===== src/rtl/alien_a.sv =====
`default_nettype none
// ============================================================================
// Module   : alien_a
// Purpose  : Sprite generator for a row of five identical "model A" invaders.
//            Holds the formation position (march, edge bounce, drop) and, for
//            the current scan pixel, reports which alien box contains it and
//            whether the 16x16 bitmap pixel there is lit.
// Ports    : clk            - pixel clock
//            rst            - asynchronous, active-high reset
//            pixel_row      - current scan row (12 bit)
//            pixel_column   - current scan column (12 bit)
//            alienA_output  - 4'hF when the pixel is a lit alien pixel, else 4'h0
//            alienA1_active .. alienA5_active - pixel inside alien n's box
// Config   : ALIEN_ANIM_EN - when defined, a second bitmap frame is shown on
//            alternate march steps; when undefined frame 0 is always shown.
// Revision : 1.0 - initial release
// ============================================================================
module alien_a #(
    parameter int X_START     = 64,
    parameter int Y_START     = 48,
    parameter int SCALE       = 2,
    parameter int PITCH       = 64,
    parameter int STEP        = 4,
    parameter int DROP        = 8,
    parameter int MOVE_FRAMES = 8,
    parameter int LEFT_BOUND  = 16,
    parameter int RIGHT_BOUND = 640,
    parameter int Y_MAX       = 400
) (
    input  logic        clk,
    input  logic        rst,
    input  logic [11:0] pixel_row,
    input  logic [11:0] pixel_column,
    output logic [3:0]  alienA_output,
    output logic        alienA1_active,
    output logic        alienA2_active,
    output logic        alienA3_active,
    output logic        alienA4_active,
    output logic        alienA5_active
);

    localparam int W      = 16 * SCALE;
    localparam int H      = 16 * SCALE;
    localparam int SPAN   = 4 * PITCH + W;
    localparam int FC_W   = (MOVE_FRAMES > 1) ? $clog2(MOVE_FRAMES) : 1;

    // ------------------------------------------------------------------------
    // State
    // ------------------------------------------------------------------------
    logic [11:0]     x_q, x_d;
    logic [11:0]     y_q, y_d;
    logic            dir_q, dir_d;          // 0 = marching right
    logic [FC_W-1:0] frame_cnt_q, frame_cnt_d;
    logic            prev_zero_q, prev_zero_d;
`ifdef ALIEN_ANIM_EN
    logic            anim_q, anim_d;
`endif

    logic        w_at_origin;
    logic        w_frame_tick;
    logic [12:0] w_y_drop;

    assign w_at_origin  = (pixel_row == 12'd0) && (pixel_column == 12'd0);
    // One tick per frame: only on the first clock that sees the origin.
    assign w_frame_tick = w_at_origin && !prev_zero_q;
    assign w_y_drop     = {1'b0, y_q} + 13'(DROP);

    always_comb begin
        x_d         = x_q;
        y_d         = y_q;
        dir_d       = dir_q;
        frame_cnt_d = frame_cnt_q;
        prev_zero_d = w_at_origin;
`ifdef ALIEN_ANIM_EN
        anim_d      = anim_q;
`endif
        if (w_frame_tick) begin
            if (frame_cnt_q == FC_W'(MOVE_FRAMES - 1)) begin
                frame_cnt_d = '0;
`ifdef ALIEN_ANIM_EN
                anim_d      = ~anim_q;
`endif
                // 13-bit compare so the right-edge test cannot wrap.
                if (!dir_q && (({1'b0, x_q} + 13'(SPAN + STEP)) <= 13'(RIGHT_BOUND))) begin
                    x_d = x_q + 12'(STEP);
                end else if (dir_q && (x_q >= 12'(LEFT_BOUND + STEP))) begin
                    x_d = x_q - 12'(STEP);
                end else begin
                    // Edge hit: reverse and drop one row, x holds.
                    dir_d = ~dir_q;
                    y_d   = (w_y_drop > 13'(Y_MAX)) ? 12'(Y_MAX) : w_y_drop[11:0];
                end
            end else begin
                frame_cnt_d = frame_cnt_q + 1'b1;
            end
        end
    end

    always_ff @(posedge clk or posedge rst) begin
        if (rst) begin
            x_q         <= 12'(X_START);
            y_q         <= 12'(Y_START);
            dir_q       <= 1'b0;
            frame_cnt_q <= '0;
            prev_zero_q <= 1'b1;
`ifdef ALIEN_ANIM_EN
            anim_q      <= 1'b0;
`endif
        end else begin
            x_q         <= x_d;
            y_q         <= y_d;
            dir_q       <= dir_d;
            frame_cnt_q <= frame_cnt_d;
            prev_zero_q <= prev_zero_d;
`ifdef ALIEN_ANIM_EN
            anim_q      <= anim_d;
`endif
        end
    end

    // ------------------------------------------------------------------------
    // Bitmaps (bit 15 is the leftmost pixel of a row)
    // ------------------------------------------------------------------------
    function automatic logic [15:0] frame0_row(input logic [3:0] r);
        case (r)
            4'd4:    frame0_row = 16'h0810;
            4'd5:    frame0_row = 16'h0420;
            4'd6:    frame0_row = 16'h0FF0;
            4'd7:    frame0_row = 16'h1BD8;
            4'd8:    frame0_row = 16'h3FFC;
            4'd9:    frame0_row = 16'h2FF4;
            4'd10:   frame0_row = 16'h2814;
            4'd11:   frame0_row = 16'h0660;
            default: frame0_row = 16'h0000;
        endcase
    endfunction

`ifdef ALIEN_ANIM_EN
    function automatic logic [15:0] frame1_row(input logic [3:0] r);
        case (r)
            4'd4:    frame1_row = 16'h0810;
            4'd5:    frame1_row = 16'h2424;
            4'd6:    frame1_row = 16'h2FF4;
            4'd7:    frame1_row = 16'h3BDC;
            4'd8:    frame1_row = 16'h3FFC;
            4'd9:    frame1_row = 16'h1FF8;
            4'd10:   frame1_row = 16'h0810;
            4'd11:   frame1_row = 16'h1008;
            default: frame1_row = 16'h0000;
        endcase
    endfunction
`endif

    // ------------------------------------------------------------------------
    // Pixel hit test (combinational, zero latency)
    // ------------------------------------------------------------------------
    logic [12:0] w_row13;
    logic [12:0] w_col13;
    logic [12:0] w_y13;
    logic [3:0]  w_r;
    logic [15:0] w_row_bits;
    logic [4:0]  w_act;
    logic [4:0]  w_lit;

    assign w_row13 = {1'b0, pixel_row};
    assign w_col13 = {1'b0, pixel_column};
    assign w_y13   = {1'b0, y_q};
    // Bitmap row is shared by all aliens; only meaningful while inside a box.
    assign w_r     = 4'((w_row13 - w_y13) / 13'(SCALE));

`ifdef ALIEN_ANIM_EN
    assign w_row_bits = anim_q ? frame1_row(w_r) : frame0_row(w_r);
`else
    assign w_row_bits = frame0_row(w_r);
`endif

    generate
        for (genvar n = 0; n < 5; n++) begin : g_alien
            logic [12:0] w_xn;
            logic [3:0]  w_c;
            assign w_xn = {1'b0, x_q} + 13'(n * PITCH);
            assign w_c  = 4'((w_col13 - w_xn) / 13'(SCALE));
            assign w_act[n] = (w_col13 >= w_xn) && (w_col13 < (w_xn + 13'(W))) &&
                              (w_row13 >= w_y13) && (w_row13 < (w_y13 + 13'(H)));
            // 15-c is the bitwise inverse of a 4-bit column index.
            assign w_lit[n] = w_act[n] && w_row_bits[~w_c];
        end
    endgenerate

    assign alienA1_active = w_act[0];
    assign alienA2_active = w_act[1];
    assign alienA3_active = w_act[2];
    assign alienA4_active = w_act[3];
    assign alienA5_active = w_act[4];
    assign alienA_output  = (|w_lit) ? 4'hF : 4'h0;

endmodule
`default_nettype wire


===== config.mk =====
export PLATFORM = sky130hd
export DESIGN_NAME = alien_a
export DESIGN_NICKNAME = d
export VERILOG_FILES = /design/src/rtl/alien_a.sv
export SDC_FILE = /design/constraint.sdc
export NUM_CORES = 1
export LEC_CHECK = 0
export ABC_AREA = 1
export BUFFER_PORTS_ARGS = -buffer_cell sky130_fd_sc_hd__buf_2
export CORE_MARGIN = 2
export CORE_UTILIZATION = 40
export DETAILED_ROUTE_END_ITERATION = 6
export HOLD_SLACK_MARGIN = 0.02
export PLACE_DENSITY = 0.57
export SLEW_MARGIN = 10
export SYNTH_ARGS = -nofsm -noshare
export SYNTH_HDL_FRONTEND = slang
export SYNTH_SLANG_ARGS = --single-unit

===== constraint.sdc =====
create_clock -name clk -period 4.1 [get_ports clk]
set_input_delay 0.205 -clock clk [delete_from_list [all_inputs] [get_ports clk]]
set_output_delay 0.205 -clock clk [all_outputs]
set_load 0.01 [all_outputs]

**Yosys cells after proc, flatten, opt, wreduce, memory -nomap -nowiden**

Memories as Yosys holds them, arrays and structs flattened.
Index checks and enable logic that the tools add are counted.

- Muxes and demuxes: 15
- Reduce and logical (&&, ||, !) cells: 32
- Eq/ne operators: 1
- Add/sub/neg operators: 21
- $lt $le $gt $ge: 20
- Bitwise logic cells: 8

Operator list:

| kind | count |
|---|---|
| $lt 12x13->1 | 6 |
| $add 13x6->13 const B | 4 |
| $ge 12x13->1 | 4 |
| $mux 12 | 3 |
| $sub 5x5->5 | 6 |
| $add 12x6->13 const B | 2 |
| $add 12x8->13 const B | 2 |
| $add 12x9->13 const B | 2 |
| $lt 4x5->1 const B | 5 |
| $ge 12x12->1 | 2 |
| $logic_and 1x1->1 | 24 |
| $logic_not 12->1 | 2 |
| $bmux 1 s4 | 5 |
| $not 4->4 | 5 |
| $add 12x4->13 const B | 1 |
| $add 12x7->13 const B | 1 |
| $gt 13x9->1 const B | 1 |
| $le 13x10->1 const B | 1 |
| $add 12x3->12 const B | 1 |
| $ge 12x5->1 const B | 1 |
| $sub 12x3->12 const B | 1 |
| $mux 1 | 5 |
| $reduce_or 5->1 | 1 |
| $mux 4 | 1 |
| other kinds (8) | 11 |

- Memory bits (read-only): 192
- Output and inout port bits: 9
- Register bits: 29
- Logic and storage cells: 103
- Memories kept: 1

Memories:

| name | depth | width | read ports | clocked after memory_dff | wr ports | line | text |
|---|---|---|---|---|---|---|---|
| (no name shown) | 16 | 12 | 1 | 0 | 0 | 125 | `case (r)` |

**Longest topological paths before layout**

- Depth after elaboration: 9
- Gate-level depth with buffers: 22
- Mapped depth without buffers: 20

**Worst setup path after synthesis**

Ideal clock, no wire load.

- Path type: register -> output
- Start point: register x_q[7]
- End point: output alienA_output[1]
- Path buffers: 2
- Cell stages (with the launch flop): 21
- Arrival: 2912 ps
- Path slack: 983 ps
- Path through: dfrtp_1 > clkbuf_2 > inv_1 > ha_1 > nand2_1 > nand2_1 > xor2_1 > nand4_1 > xor2_1 > ha_1 > nand2_1 > inv_1 > nand2_1 > nand2_1 > nand2_1 > nand2_1 > a21oi_1 > nand3_1 > a21o_1 > nand3_1 > buf_4

- Longest elaborated chain between the ends: 9

Ends and longest elaborated chain:

| what | line | text |
|---|---|---|
| from (decl) | 50 | `logic [11:0] x_q, x_d;` |
| from (signal assigned) | 101 | `x_q <= 12'(X_START);` |
| $add 12x7->13, or another cell as far along | 181 | `assign w_xn = {1'b0, x_q} + 13'(n * PITCH);` |
| $add 13x6->13 | 183 | `assign w_act[n] = (w_col13 >= w_xn) && (w_col13 < (w_xn + 13'(W))) &&` |
| $lt 12x13->1 | 183 |  |
| $logic_and 1x1->1 (2 in a row) | 183 |  |
| $logic_and 1x1->1 | 184 | `(w_row13 >= w_y13) && (w_row13 < (w_y13 + 13'(H)));` |
| $logic_and 1x1->1 | 186 | `assign w_lit[n] = w_act[n] && w_row_bits[~w_c];` |
| $reduce_or 5->1 (*) | 195 | `assign alienA_output = (\|w_lit) ? 4'hF : 4'h0;` |
| $mux 4 (*) | 195 |  |
| to (decl) | 34 | `output logic [3:0] alienA_output,` |

Mark *: on every way between the ends. The rest lies on a longest branch, timed or not.

**Worst setup path in the final report**

- Start point: register x_q[6]
- End point: output alienA_output[2]

Same word-level chain as after synthesis.

==> impl_metrics.ini <==
[synth]
synth_top_family_by_area = simple AND/OR/NAND/NOR gates
syn-cell-area_um2 = 5060
synth_simple_gate_area_frac = 0.306
yosysSeqAreaShare = 0.120
synthAdderAreaFrac = 0.272
yosys.area.top_type = ha_1
synth-warning-count = 0
synth.top_cell.area_share = 0.265
synth_xor_area_frac = 0.0727
syn-num-nets = 901
ys.flop_type = dfrtp_1
synth_cell_types = 45
synthArstFlopShare = 1.00
synth.avg_cell_area_um2 = 6.61
synth-seq-cells = 24
synth_area_leaders = ha_1 26%, nand2_1 14%, dfrtp_1 9.9%
synthMuxAreaShare = 0.00445
synth_compound_area_frac = 0.120
synth_edf_count = 0
syn_inst = 766

[route]
wl_um = 13300
remaining_drc_errors = 0
firstDrtPassIters = 5
drt_iter0_drc = 294
viasPerCell = 4.98
routed-via-count = 4818
detail_route.wl_per_cell_um = 13.7
ant_nets = 0

[global_routing]
grt_use_total = 0.201
grt_max_degree = 25
grt_overflow = 0
grt_pass1_vias = 4452
antenna_found_initial = 0
grt_pass1_wl_um = 21900

[pwr]
p_per_area_nw_per_um2 = 131
ir_drop_mv = 0.203
power_w = 0.000717
p_leak_nw = 2.95

[sta]
drv_slew = 0
finalSetupViolations = 0
tightest_slew_ns = 0.950
clock.fmax_mhz = 263
fin_crit_ns = 3.80
clock_skew_ns = 0.00333
whs_ns = 0.155
slew-limit-headroom = 0.366
fin_tns_setup_ns = 0
rsz0062_at_grt = false
layout_setup_ws_ns = 0.296
finalCritPeriodShare = 0.928
finalHoldViolCount = 0

[critical_path]
start_kind = flip-flop
reg2reg_from = x_q[5]
critPathKind = flip-flop to output pin
required_ns = 3.89
arrival_ns = 3.60
path_max_fanout = 10
crit_start = x_q[6]
critPathCaptureType = output pin

[clocking]
cts.path.max_buffers = 2
cts_made_buffers = 3
post-cts-setup-buffers = 0
cts_resized = 0
htree_levels = 1
cts.clk_slew.worst_paths_ns = 0.06
clk_latency_ns = 0.26
ctsHoldBuffers = 0
cts-root-buf = clkbuf_16
cts_sinks = 24
cts_tree = yes

[floorplan]
die_w_um = 116
rows = 41
core_area_um2 = 12500
ios = 35
die_h_um = 116
initial_core_util = 0.406
die_area_um2 = 13600

[job]
drv_cap = 0

[finish]
n_fill_cell = 1345
drive_above_1_share = 0.0942
fin_nets = 932
final_util = 0.440
syn_to_final_growth_pct = 8.41
diodes = 0

[hold_path]
hp-class = primary input to async pin

[placement]
io_buffers = 34
pre_cts_ws_ns = 0.362
gp_congestion = 0.920
dp_hpwl_um = 11200

[outcome]
outcome = complete, no violations
registers in the layout (all words and copies together) (netlist names):
signal / count
dir_q: 1
frame_cnt_q: 3
prev_zero_q: 1
x_q: 10
y_q: 9
cell usage after synthesis (3+ instances only):
| cell | count |
|---|---|
| o21ai_2 | 3 |
| nor2_4 | 3 |
| buf_4 | 3 |
| nand2_2 | 6 |
| o21ai_0 | 29 |
| a21oi_1 | 50 |
| nand3b_1 | 4 |
| inv_1 | 116 |
| a31oi_1 | 5 |
| nor3_1 | 13 |
| dfrtp_1 | 20 |
| ha_1 | 107 |
| nand2_1 | 184 |
| nand2_4 | 3 |
| nand3_1 | 41 |
| a21o_1 | 5 |
| nor2_2 | 3 |
| nor2_1 | 64 |
| nand4_1 | 15 |
| nor4_1 | 6 |
| xnor2_1 | 10 |
| o21a_1 | 3 |
| xor2_1 | 32 |
| o21ai_1 | 6 |
| or2_2 | 4 |
| dfstp_2 | 4 |
routing by layer:
layer  vias up  wire length [um]  part of all wire  track usage
met3        11               308             0.023      0.00519
met2        69              6170              0.46        0.343
met1      2186              6650              0.50        0.287
met4         0               161             0.012       0.0373
met5         -                 0                 0            0
li1       2552                 -                 -            -
final cells by class:
type | count | area [um^2] | area share
clock buffers | 3 | 75.1 | 0.0137
clock inverters | 1 | 30.0 | 0.00547
inverters | 119 | 449 | 0.0819
multi-input cells | 614 | 3930 | 0.717
flip-flops and latches | 24 | 607 | 0.111
well taps | 172 | 215 | 0.0392
repair buffers | 35 | 178 | 0.0324
cells by family (layout without fill, tap and decap cells):
kind of cell / Yosys count / count (layout)
fa+ha+maj: 109 / 109
buf+inv: 128 / 158
mux: 2 / 2
compound gates: 109 / 109
flops: 24 / 24
other cells: 2 / 2
xor+xnor: 42 / 42
simple gates: 350 / 350
worst max-delay path, cell delays in order, from the launching register on:
cell and delay, ns:
dfstp_2 0.65, inv_1 0.23, ha_1 0.30, o21ai_0 0.52, inv_1 0.15, xor2_1 0.19
ha_1 0.29, nand2_1 0.07, inv_1 0.03, nand2_1 0.05, nand2_1 0.05, nand2_1 0.05
nand2_1 0.04, a21oi_1 0.14, nand3_1 0.11, a21o_1 0.21, nand3_1 0.11, buf_2 0.15
layout by cell type (no fill, tap or decap), drive strengths merged:
cell and n:
a21boi 1, a21o 5, a21oi 51, a31oi 5
buf 35, bufinv 1, clkbuf 3, conb 2
dfrtp 20, dfstp 4, fa 2, ha 107
inv 119, mux2 2, nand2 193, nand3 43
nand3b 4, nand4 15, nor2 70, nor3 14
nor3b 1, nor4 6, o2111ai 1, o211ai 2
o21a 3, o21ai 38, o21bai 1, o221ai 1
o31ai 1, or2 4, xnor2 10, xor2 32
power breakdown:
group          leakage [nW]  internal, W  total (W)     switching, W
sequential            0.288     0.000237   0.000237  0.0000000000717
clock                0.0511     0.000194   0.000278        0.0000844
combinational          2.61    0.0000738   0.000201         0.000128
stage by stage:
stage,area (um^2),instances
6_report,5490,968
5_1_grt,5490,968
4_1_cts,5490,968
3_5_place_dp,5380,964
3_3_place_gp,5380,964
2_1_floorplan,5060,766
final timing paths:
check	depth (start not counted)	slack (ns)	end
worst max-delay path	17	0.30	alienA_output[2]
worst min-delay path	2	0.15	y_q[7]
worst max register to register	19	0.43	x_q[9]
worst min register to register	2	0.51	y_q[4]
max in group asynchronous	2	3.30	x_q[7]
min in group clk	4	0.23	prev_zero_q
No activity file was read; power rests on OpenSTA's default activity.
